[src/rtl/seg7_scan_driver.sv]
// seg7_scan_driver
//   Drives a DIGITS-wide common-anode seven-segment display by time
//   multiplexing. Glyphs use the 5-bit code set. The block provides double
//   buffered loading, leading-zero blanking, per-digit blink and PWM
//   brightness. A ghost guard keeps the digit off for cnt=0 of every slot.
// Ports
//   clk, rst_n   system clock, async active-low reset
//   load         one-cycle strobe; captures digits_in / dp_in into pending
//   digits_in    5-bit glyph code per digit, digit i at [5i+4:5i]
//   dp_in        decimal point request per digit (1=lit)
//   blank_lz     1=blank leading zeros
//   blink_mask   1=digit blinks
//   bright       PWM level, 0=dimmest, all-ones=full
//   seg          active-low {g,f,e,d,c,b,a,dp}, registered
//   dig_n        active-low digit enables, registered
//   frame_done   high for the last cycle of each full scan
//   busy         loaded data waiting for the next frame boundary
module seg7_scan_driver #(
  parameter int DIGITS       = 4,
  parameter int SCAN_DIV     = 1024,
  parameter int PWM_BITS     = 3,
  parameter int BLINK_FRAMES = 128
) (
  input  logic                  clk,
  input  logic                  rst_n,
  input  logic                  load,
  input  logic [5*DIGITS-1:0]   digits_in,
  input  logic [DIGITS-1:0]     dp_in,
  input  logic                  blank_lz,
  input  logic [DIGITS-1:0]     blink_mask,
  input  logic [PWM_BITS-1:0]   bright,
  output logic [7:0]            seg,
  output logic [DIGITS-1:0]     dig_n,
  output logic                  frame_done,
  output logic                  busy
);

  localparam int CW = $clog2(SCAN_DIV);
  localparam int IW = (DIGITS > 1) ? $clog2(DIGITS) : 1;
  localparam int FW = (BLINK_FRAMES > 1) ? $clog2(BLINK_FRAMES) : 1;

  logic [CW-1:0]             cnt;
  logic [IW-1:0]             idx;
  logic [FW-1:0]             fcnt;
  logic                      phase;
  logic [DIGITS-1:0][4:0]    act, pend;
  logic [DIGITS-1:0]         act_dp, pend_dp;

  logic                      last_cnt, last_idx, boundary;
  logic [CW:0]               on_end;
  logic                      on;
  logic [DIGITS-1:0]         lz;
  logic                      zrun;
  logic [7:0]                seg_nxt;

  assign last_cnt   = (cnt == CW'(SCAN_DIV - 1));
  assign last_idx   = (idx == IW'(DIGITS - 1));
  assign boundary   = last_cnt && last_idx;
  assign frame_done = boundary;

  // PWM window: lit for 1 <= cnt < on_end; cnt=0 stays dark so seg can settle
  assign on_end = (CW+1)'((32'(bright) + 32'd1) * 32'(SCAN_DIV >> PWM_BITS));
  assign on     = (cnt != '0) && ({1'b0, cnt} < on_end);

  // Active-low {g,f,e,d,c,b,a,dp}; code 16 forces every segment incl. dp on
  function automatic logic [7:0] glyph(input logic [4:0] code, input logic dp);
    logic [6:0] s;
    case (code)
      5'd0:  s = 7'h40;  5'd1:  s = 7'h79;  5'd2:  s = 7'h24;  5'd3:  s = 7'h30;
      5'd4:  s = 7'h19;  5'd5:  s = 7'h12;  5'd6:  s = 7'h02;  5'd7:  s = 7'h78;
      5'd8:  s = 7'h00;  5'd9:  s = 7'h10;  5'd10: s = 7'h08;  5'd11: s = 7'h03;
      5'd12: s = 7'h46;  5'd13: s = 7'h21;  5'd14: s = 7'h06;  5'd15: s = 7'h0E;
      5'd16: s = 7'h00;  5'd17: s = 7'h3F;  5'd18: s = 7'h77;  5'd19: s = 7'h12;
      5'd20: s = 7'h02;  5'd21: s = 7'h09;  5'd22: s = 7'h47;  5'd23: s = 7'h7D;
      5'd24: s = 7'h5F;  default: s = 7'h7F;
    endcase
    glyph = (code == 5'd16) ? 8'h00 : {s, ~dp};
  endfunction

  // lz[i]: digit i and every digit above it hold code 0 (digit 0 exempt)
  always_comb begin
    lz   = '0;
    zrun = blank_lz;
    for (int i = DIGITS - 1; i >= 1; i--) begin
      zrun  = zrun && (act[i] == 5'd0);
      lz[i] = zrun;
    end
  end

  always_comb begin
    seg_nxt = glyph(act[idx], act_dp[idx]);
    if (phase && blink_mask[idx])
      seg_nxt = 8'hFF;
    else if (lz[idx])
      seg_nxt = {7'h7F, ~act_dp[idx]};
  end

  always_ff @(posedge clk or negedge rst_n) begin
    if (!rst_n) begin
      cnt     <= '0;
      idx     <= '0;
      fcnt    <= '0;
      phase   <= 1'b0;
      act     <= {DIGITS{5'd31}};
      pend    <= {DIGITS{5'd31}};
      act_dp  <= '0;
      pend_dp <= '0;
      busy    <= 1'b0;
      seg     <= 8'hFF;
      dig_n   <= '1;
    end else begin
      cnt <= last_cnt ? '0 : cnt + 1'b1;
      if (last_cnt)
        idx <= last_idx ? '0 : idx + 1'b1;

      if (load) begin
        pend    <= digits_in;
        pend_dp <= dp_in;
      end

      // Commit at the frame boundary; a load landing there bypasses pending
      if (boundary) begin
        act    <= load ? digits_in : pend;
        act_dp <= load ? dp_in : pend_dp;
        busy   <= 1'b0;
        if (fcnt == FW'(BLINK_FRAMES - 1)) begin
          fcnt  <= '0;
          phase <= ~phase;
        end else begin
          fcnt <= fcnt + 1'b1;
        end
      end else if (load) begin
        busy <= 1'b1;
      end

      seg   <= seg_nxt;
      dig_n <= on ? ~(DIGITS'(1) << idx) : '1;
    end
  end

endmodule

[config.mk]
export PLATFORM = sky130hd
export DESIGN_NAME = seg7_scan_driver
export DESIGN_NICKNAME = d
export VERILOG_FILES = /design/src/rtl/seg7_scan_driver.sv
export SDC_FILE = /design/constraint.sdc
export NUM_CORES = 1
export LEC_CHECK = 0
export CAP_MARGIN = 25
export CORE_ASPECT_RATIO = 1.75
export CORE_MARGIN = 5
export CORE_UTILIZATION = 45
export CTS_CLUSTER_SIZE = 12
export DETAILED_ROUTE_END_ITERATION = 10
export PLACE_DENSITY = 0.67
export REMOVE_ABC_BUFFERS = 1
export SYNTH_ARGS = -nofsm -noshare
export SYNTH_HDL_FRONTEND = slang
export SYNTH_SLANG_ARGS = --single-unit
[constraint.sdc]
create_clock -name clk -period 5.1 [get_ports clk]
set_input_delay 0.51 -clock clk [delete_from_list [all_inputs] [get_ports clk]]
set_output_delay 0.51 -clock clk [all_outputs]
set_load 0.02 [all_outputs]
# Word-level counts from Yosys, hierarchy flattened
# Memories as Yosys holds them, arrays and structs flattened.
# Cells that the tools add are included.
dict set report word_totals {
  ff_bits 81
  romBits 224
  out_inout_bits 14
  n_memories 1
}
dict set report classes {
  addsub 4
  n_lt_le_gt_ge 2
  n_eq_ne 4
  shift 1
  muxes 19
  bitwise_logic 3
  n_reduce_logical 12
}
# memory depth word_bits read_ports rd_clocked_by_memory_dff wr line
set memory_table {}
lappend memory_table {{(name not given)} 32 7 1 0 0 68} ;# case (code)
# operator count
set ops {}
lappend ops {{2-to-1 mux 8 bit} 3}
lappend ops {{2-to-1 mux 20 bit} 1}
lappend ops {{zero test 5 bit} 3}
lappend ops {{< comparator 10 x 11 -> 1 bit} 1}
lappend ops {{adder 10 x 1 -> 10 bit, second input constant} 1}
lappend ops {{binary-select mux 5 bit (select 2 bit)} 1}
lappend ops {{equality test 10 bit, second input constant} 1}
lappend ops {{2-to-1 mux 10 bit} 1}
lappend ops {{nonzero test 10 bit} 1}
lappend ops {{2-to-1 mux 4 bit} 2}
lappend ops {{adder 7 x 1 -> 7 bit, second input constant} 1}
lappend ops {{equality test 7 bit, second input constant} 1}
lappend ops {{2-to-1 mux 7 bit} 1}
lappend ops {{binary-select mux 1 bit (select 2 bit)} 3}
lappend ops {{logical AND 1 bit} 6}
lappend ops {{equality test 5 bit, second input constant} 1}
lappend ops {{2-to-1 mux 1 bit} 5}
lappend ops {{2-to-1 mux 5 bit} 1}
lappend ops {{adder 3 x 1 -> 4 bit, second input constant} 1}
lappend ops {{NOT 4 bit} 1}
lappend ops {{left shift 1 x 2 -> 4 bit, first input constant} 1}
lappend ops {{< comparator 2 x 3 -> 1 bit, second input constant} 1}
lappend ops {{adder 2 x 1 -> 2 bit, second input constant} 1}
lappend ops {{equality test 2 bit, second input constant} 1}
lappend ops {{4 further kinds} 5}

# Longest topological paths before layout
# Gate-level depths: netlist of the first run.
dict set report depth {
  depth_word 8
  depth_mapped 10
  mapped_depth_nobuf 7
}

# Worst setup path after synthesis of the first run
# Ideal clock, no wire load.
dict set report synth_path {
  path_kind {reg-to-reg}
  startpoint {reg idx[0]}
  endpoint {reg seg[2]}
  setup_time_ns 0.092
  arrival_time_ns 2.382
  slack_ns 2.627
  stages_incl_launch_ff 9
  n_path_buf 2
  synth_period_minus_slack_ns 2.473
  cell_sequence {dfrtp_1 > buf_6 > buf_2 > mux4_2 > inv_1 > ha_1 > or2_2 > a311oi_1 > o211ai_1}
}
dict set report synth_between {
  elab_chain_cells 6
  elab_cells_between_ends 12
}
# item line
set synth_lines {}
lappend synth_lines {{from (decl)} 43} ;# logic [IW-1:0] idx;
lappend synth_lines {{from (signal assigned)} 114} ;# idx <= last_idx ? '0 : idx + 1'b1;
lappend synth_lines {{binary-select mux 5 bit (select 2 bit)} 91} ;# seg_nxt = glyph(act[idx], act_dp[idx]);
lappend synth_lines {{2-to-1 mux 5 bit (not written as such)} 91}
lappend synth_lines {{memory (32 x 7 bit) or equality test 5 bit (tied branches)} n/a}
lappend synth_lines {{2-to-1 mux 8 bit} 77} ;# glyph = (code == 5'd16) ? 8'h00 : {s, ~dp};
lappend synth_lines {{2-to-1 mux 8 bit} 94} ;# else if (lz[idx])
lappend synth_lines {{2-to-1 mux 8 bit *} 92} ;# if (phase && blink_mask[idx])
lappend synth_lines {{net seg_nxt[2]} 54} ;# logic [7:0] seg_nxt;
lappend synth_lines {{to (signal assigned)} 136} ;# seg <= seg_nxt;
lappend synth_lines {{to (decl)} 32} ;# output logic [7:0] seg,
# Mark *: on every way through the listed nets, which the timed path passes. The rest lies on a longest branch. The select of a mux whose other input is x is not followed.
# A chain may end at the register's enable or synchronous reset.

# Worst setup path in the final report of the first run
dict set report layout_path {
  startpoint {reg idx[0]}
  endpoint {out frame_done}
}
dict set report layout_between {
  elab_chain_cells 2
}
# item line
set layout_lines {}
lappend layout_lines {{equality test 2 bit} 57} ;# assign last_idx = (idx == IW'(DIGITS - 1));
lappend layout_lines {{logical AND 1 bit} 58} ;# assign boundary = last_cnt && last_idx;
lappend layout_lines {{to (decl)} 34} ;# output logic frame_done,
# No other way between the ends.

==> run_results.csv, run 1 <==
group,metric,value,unit
run_status,outcome,"finished, final reports clean",
logic_synthesis,synthTopCellsByArea,"dfstp_2 (34%), dfrtp_1 (18%), mux2_2 (14%), ha_1 (5.2%), mux4_2 (3.9%)",
logic_synthesis,synth_enable_flop_cells,0,
cts,cts_resized,0,
setup_path,critical_path.top_delay_family,"flip-flops",
cts,cts.repair_timing.setup_buffer_count,0,
timing,setup_tns,0,ps
routing,first_iter_violations,100,
routing,firstDrtPassIters,4,
timing,max_freq,0.330,GHz
cts,h_tree_level_count,3,
logic_synthesis,synth.top_cell.area_share,0.337,
layout,stdcell_count,495,
floorplan,floorplan.die.height,136,um
setup_path,crit_buf_inv,2,
cts,cts_sinks,81,
placed_design,place.detailed.instances,477,
cts,clockRootBuffer,"clkbuf_16",
setup_path,critPathRequiredTime,4590,ps
placed_design,detailed_place.area,4630,um^2
routing,drt-vias-per-instance,5.43,
timing,finalHoldViolCount,0,
cts,tritoncts,"built",
floorplan,die_w,81.8,um
timing,transition_time_of_the_tightest_slew_check_pin,703,ps
layout,core_util_final,0.559,
power_and_ir_drop,vdd.ir_drop.worst,0.173,mV
placed_design,portBuffers,48,
setup_path,cells_along_the_critical_path,"ha_1, nand4_1, inv_1, clkdlybuf4s50_1",
logic_synthesis,ys_seq_elements,81,
global_routing,globalRouteTotalUtil,0.165,
setup_path,timing.critical_path.arrival,2520,ps
routing,route.final.wire_length,8220,um
routing,wl_per_cell,16.6,um
logic_synthesis,syn-cell-area,4060,um^2
logic_synthesis,main_combinational_cell_family_by_area_after_synthesis,"multiplexers",
floorplan,core.rowCount,46,
global_routing,overflow,0,
global_routing,number_of_global_route_vias_before_repair,2902,
setup_path,critPathMaxStageDelay,800,ps
power_and_ir_drop,total_leakage_power,2.03,nW
routing,wl_met1,3110,um
layout,layout-area-overhead-vs-synth,22.8,%
layout,postLayoutCellArea,4990,um^2
setup_path,crit_path_start_kind,"flip-flop",
floorplan,die-area,11100,um^2
timing,unrepaired_setup_endpoints_after_global_routing,"no",
logic_synthesis,synth-main-ff-cell,"dfstp_2",
logic_synthesis,synthesized_area_fraction_occupied_by_ao_oa_aoi_and_oai_cells,0.0687,
worst_hold_path,min_path_type,"reg -> reg",
cts,clk_pin_slew,60,ps
logic_synthesis,synth_xor_xnor_area_share,0.0259,
routing,top_layer,"met4",
routing,wl_met2,4690,um
global_routing,grt_start_max_net_pins,82,
setup_path,setup.worst_path.end_class,"output port",
routing,final_antenna_net_count,0,
timing,finalSetupViolations,0,
setup_path,slowest_stage,"dfrtp_1",
floorplan,floorplan.io_pins,49,
timing,worst_slew_margin_rel,0.531,
global_routing,number_of_antenna_violations_at_the_first_check_in_global_routing,0,
logic_synthesis,synth_area_per_cell,12.6,um^2
power_and_ir_drop,p_per_area,290,nW/um^2
timing,post-route-period-util,0.594,
floorplan,initial_core_util,0.455,
logic_synthesis,post_synthesis_share_of_cell_area_spent_on_and_or_nand_and_nor_gates,0.110,
layout,fraction_of_final_layout_cells_sized_beyond_drive_strength_1,0.363,
setup_path,crit_path_max_fanout,16,
placed_design,dp_hpwl,5830,um
placed_design,gp_routability_congestion,0.851,
logic_synthesis,synth_mux_area_frac,0.198,
cts,cts_inserted_buffers,9,
logic_synthesis,synthDominantAreaCellType,"dfstp_2",
setup_path,setup.worst_path.class,"reg -> out",
routing,drt_drc_violations_left,0,
cts,worstSkewPairLatency,340,ps
logic_synthesis,post_synth_num_cell_types,51,
logic_synthesis,synth_sequential_area_ratio,0.515,
timing,timing.final.max_slew_violations,0,
global_routing,global_route_wire_length_before_repair,13900,um
layout,finalNetCount,422,
flow_run,drv_cap,0,
logic_synthesis,synth-async-reset-ratio,1.00,
layout,fillCellCount,772,
logic_synthesis,syn_inst,321,
timing,fin_crit,3030,ps
logic_synthesis,synth_fa_ha_area_frac,0.0524,
routing,detailroute.via_count,2689,
cts,ctsLongestPathBuffers,2,
logic_synthesis,number_of_warning_messages_in_the_yosys_log,0,
floorplan,core_area,8920,um^2
routing,route.met3.wl,284,um
layout,n_antenna_cell,0,
timing,clock_skew,6.47,ps
[path summary, 6_finish.rpt]
path | to | start | slack, ps | depth (start not counted)
max in group asynchronous | act[5] | rst_n | 3980 | 3
max | frame_done | idx[0] | 2070 | 4
min in group asynchronous | cnt[6] | rst_n | 530 | 2
min reg2reg | fcnt[6] | fcnt[6] | 480 | 1
min | fcnt[6] | fcnt[6] | 480 | 1
max reg2reg | seg[6] | idx[0] | 2220 | 6
[worst reg2reg max path: stages, from the launching register on]
cell,delay [ps]
dfrtp_1,800
mux4_1,770
inv_1,170
ha_1,270
or2_2,340
a211oi_1,270
o311ai_0,170
[cell families after synthesis]
group                    count (synthesis)
AND/OR/NAND/NOR                         84
flip-flops                              81
multiplexers                            63
AO/OA/AOI/OAI                           37
buffers and inverters                   27
adder cells (fa/ha/maj)                 17
XOR/XNOR                                12
[cell type report]
type,count,area (um^2),area share
Sequential cell,81,2090,0.420
Multi-Input combinational cell,213,1840,0.370
Timing Repair Buffer,52,531,0.106
Clock buffer,9,225,0.0452
Tap cell,120,150,0.0301
Clock inverter,7,95.1,0.0191
Inverter,13,48.8,0.00979
[per-layer routing]
layer / vias up / track usage
li1: 1261 / -
met1: 1368 / 0.183
met2: 51 / 0.294
met3: 9 / 0.0393
met4: 0 / 0.0638
met5: - / 0
[report_power, final]
group	switching [mW]	internal [mW]
sequential	0.00452	0.675
combinational	0.0345	0.0472
clock	0.259	0.428
[through the flow]
step | power [mW] | hold slack, ps | setup WS [ps]
6_report | 1.45 | 484 | 2070
5_1_grt | 1.50 | 508 | 1870
4_1_cts | 1.46 | 374 | 2010
3_5_place_dp | 0.771 | 471 | 2230
3_3_place_gp | 0.769 | 461 | 2330
2_1_floorplan | 0.718 | 214 | 2540
[registers in the layout (all words and copies together) (netlist names)]
signal   flops
act         20
act_dp       4
busy         1
cnt         10
dig_n        4
fcnt         7
idx          2
pend        20
pend_dp      4
phase        1
seg          8
[timing repair]
item,in CTS,in global routing
setup endpoints to repair,0,0
hold buffers,0,1
hold endpoints to repair,0,2
[Yosys cell counts (all sizes together) (2+ instances only)]
| master | count |
|---|---|
| o32ai | 2 |
| o211ai | 4 |
| o311ai | 3 |
| nand2b | 7 |
| nand2 | 13 |
| and3b | 2 |
| dfstp | 52 |
| a221oi | 4 |
| and4 | 2 |
| nor2b | 3 |
| nor3 | 5 |
| nor2 | 18 |
| clkbuf | 6 |
| buf | 8 |
| o21bai | 2 |
| a211oi | 2 |
| or2 | 2 |
| inv | 13 |
| mux2i | 4 |
| ha | 17 |
| o21ai | 6 |
| and3 | 4 |
| a21oi | 5 |
| xnor2 | 9 |
| nand3 | 12 |
| o21a | 2 |
| mux4 | 8 |
| and2 | 3 |
| mux2 | 51 |
| xor2 | 3 |
| nand4 | 7 |
| dfrtp | 29 |
[cells in the final DEF, fill, tap and decap left out, drive strengths merged, types with 2 or more instances in the layout]
cell type      netlist  layout
a221oi               4       4
dfstp               52      52
nand2b               7       7
a211oi               2       2
mux4                 8       8
o32ai                2       2
nand4                7       7
clkinv               0       4
o21ai                6       6
o211ai               4       4
clkdlybuf4s50        0      47
nor2b                3       3
and4                 2       2
buf                  8       4
mux2                51      51
mux2i                4       4
o311ai               3       3
dfrtp               29      29
and3b                2       2
nand2               13      13
and2                 3       3
nand3               12      12
or2                  2       2
nor3                 5       5
clkbuf               6       9
ha                  17      17
a21oi                5       5
and3                 4       4
inv                 13      13
nor2                18      18
xor2                 3       3
bufinv               0       2
o21bai               2       2
xnor2                9       9
o21a                 2       2
(Power assumes the default switching activity.)
==> inputs of run 2 (changes only) <==
Clock period 5.1 ns to 3.15 ns, I/O delays scaled along.
==> run 2 against run 1 <==
Compared with the run above: clock skew decreased by 2.4 ps; setup slack got worse by 1600 ps; sequential cell count unchanged; critical path type unchanged; largest cell class unchanged.
==> run_results.csv, run 2 (synthesized netlist as in run 1, its figures left out) <==
group,metric,value,unit
run_status,outcome,"finished, final reports clean",
cts,h_tree_level_count,3,
cts,clk_pin_slew,60,ps
cts,cts_inserted_buffers,9,
setup_path,setup.worst_path.class,"reg -> out",
timing,finalSetupViolations,0,
layout,multi_input_comb_area,1840,um^2
floorplan,initial_core_util,0.455,
setup_path,crit_path_start_kind,"flip-flop",
global_routing,grt_start_max_net_pins,82,
flow_run,drv_cap,0,
cts,tritoncts,"built",
cts,worstSkewPairLatency,340,ps
placed_design,dp_hpwl,5860,um
floorplan,die-area,11100,um^2
layout,fillCellCount,775,
setup_path,crit_path_max_fanout,7,
global_routing,globalRouteTotalUtil,0.161,
layout,postLayoutCellArea,4970,um^2
floorplan,die_w,81.8,um
global_routing,global_route_wire_length_before_repair,13400,um
setup_path,timing.critical_path.arrival,2410,ps
floorplan,core_area,8920,um^2
layout,sequential_cell_area,2090,um^2
layout,largest_registers,"act: 20 flops, pend: 20 flops, cnt: 10 flops",
timing,transition_time_of_the_tightest_slew_check_pin,470,ps
routing,detailroute.via_count,2693,
global_routing,number_of_antenna_violations_at_the_first_check_in_global_routing,0,
cts,cts_sinks,81,
placed_design,detailed_place.area,4640,um^2
layout,final_common_cell,"dfstp_2",
layout,fraction_of_final_layout_cells_sized_beyond_drive_strength_1,0.362,
timing,finalHoldViolCount,0,
routing,route.final.wire_length,8120,um
routing,first_iter_violations,88,
timing,unrepaired_setup_endpoints_after_global_routing,"no",
worst_hold_path,min_path_type,"in -> async",
setup_path,critPathRequiredTime,2830,ps
floorplan,core.rowCount,46,
setup_path,r2r_slack,650,ps
timing,clock_skew,4.05,ps
routing,drt_drc_violations_left,0,
setup_path,setup.worst_path.end_class,"output port",
routing,final_antenna_net_count,0,
routing,wl_per_cell,16.4,um
placed_design,portBuffers,48,
routing,drt-vias-per-instance,5.43,
setup_path,worstRegToRegCells,6,
timing,worst_slew_margin_rel,0.683,
timing,finalHoldWorstSlack,331,ps
timing,setup_tns,0,ps
cts,clockRootBuffer,"clkbuf_16",
layout,finalNetCount,423,
floorplan,floorplan.die.height,136,um
power_and_ir_drop,p_per_area,456,nW/um^2
timing,post-route-period-util,0.865,
timing,fin_crit,2730,ps
floorplan,floorplan.io_pins,49,
power_and_ir_drop,vdd.ir_drop.worst,0.412,mV
global_routing,number_of_global_route_vias_before_repair,2731,
global_routing,overflow,0,
cts,ctsLongestPathBuffers,2,
power_and_ir_drop,total_leakage_power,2.02,nW
layout,n_antenna_cell,0,
timing,max_freq,0.367,GHz
layout,layout-area-overhead-vs-synth,22.4,%
timing,timing.final.max_slew_violations,0,
placed_design,gp_routability_congestion,0.893,
layout,most-common-layout-cells,"dfstp_2 (52), mux2_2 (50), clkdlybuf4s50_1 (47)",
cts,cts.repair_timing.setup_buffer_count,0,
routing,firstDrtPassIters,4,
[run 2: per-stage QoR]
stage          power, mW  utilization  std cells  setup slack, ps
6_report            2.27        0.557        496              424
4_1_cts             2.30        0.553        494              364
3_3_place_gp        1.25        0.520        478              744
2_1_floorplan       1.16            -        307              592
5_1_grt             2.36        0.557        496              201
3_5_place_dp        1.25        0.520        478              640
[run 2: layout make-up]
| cell class | instances | share of cell area |
|---|---|---|
| multi-input combinational | 213 | 0.371 |
| timing repair buffer | 53 | 0.108 |
| inverter | 13 | 0.00982 |
| sequential | 81 | 0.421 |
| clock inverter | 5 | 0.0111 |
| tap | 120 | 0.0302 |
| clock buffer | 11 | 0.0488 |
[run 2: what timing repair did]
| item | CTS | global route |
|---|---|---|
| hold buffers | 0 | 1 |
| gates resized for setup | 0 | 0 |
| endpoints found under the hold margin | 0 | 5 |
[run 2: metal layers]
layer  share of wire  GRT usage  up-vias  wire [um]
met5               0          0        -          0
met4           0.026     0.0675        0        213
met3           0.037     0.0446       15        298
met2            0.55      0.276       57       4500
met1            0.38      0.183     1354       3110
li1                -          -     1267          -
[run 2: worst max-delay path: stages (launching register included)]
cell,delay (ps)
dfrtp_1,410
ha_1,220
and4_1,340
nand4_1,320
inv_1,160
clkdlybuf4s50_1,610
[run 2: where the power goes]
part	switching, mW	total (mW)	leakage [nW]	internal (mW)
combinational	0.0563	0.133	0.965	0.0764
clock	0.403	1.03	0.142	0.632
sequential	0.00694	1.10	0.918	1.09
total	0.466	2.27	2.02	1.80
[run 2: path summary, 6_finish.rpt]
check                        start          to
max in group asynchronous    rst_n    pend[14]
min reg2reg                fcnt[6]     fcnt[6]
min                          rst_n      cnt[6]
max                         cnt[0]  frame_done
min in group clk           fcnt[6]     fcnt[6]
max reg2reg                 idx[0]      seg[6]
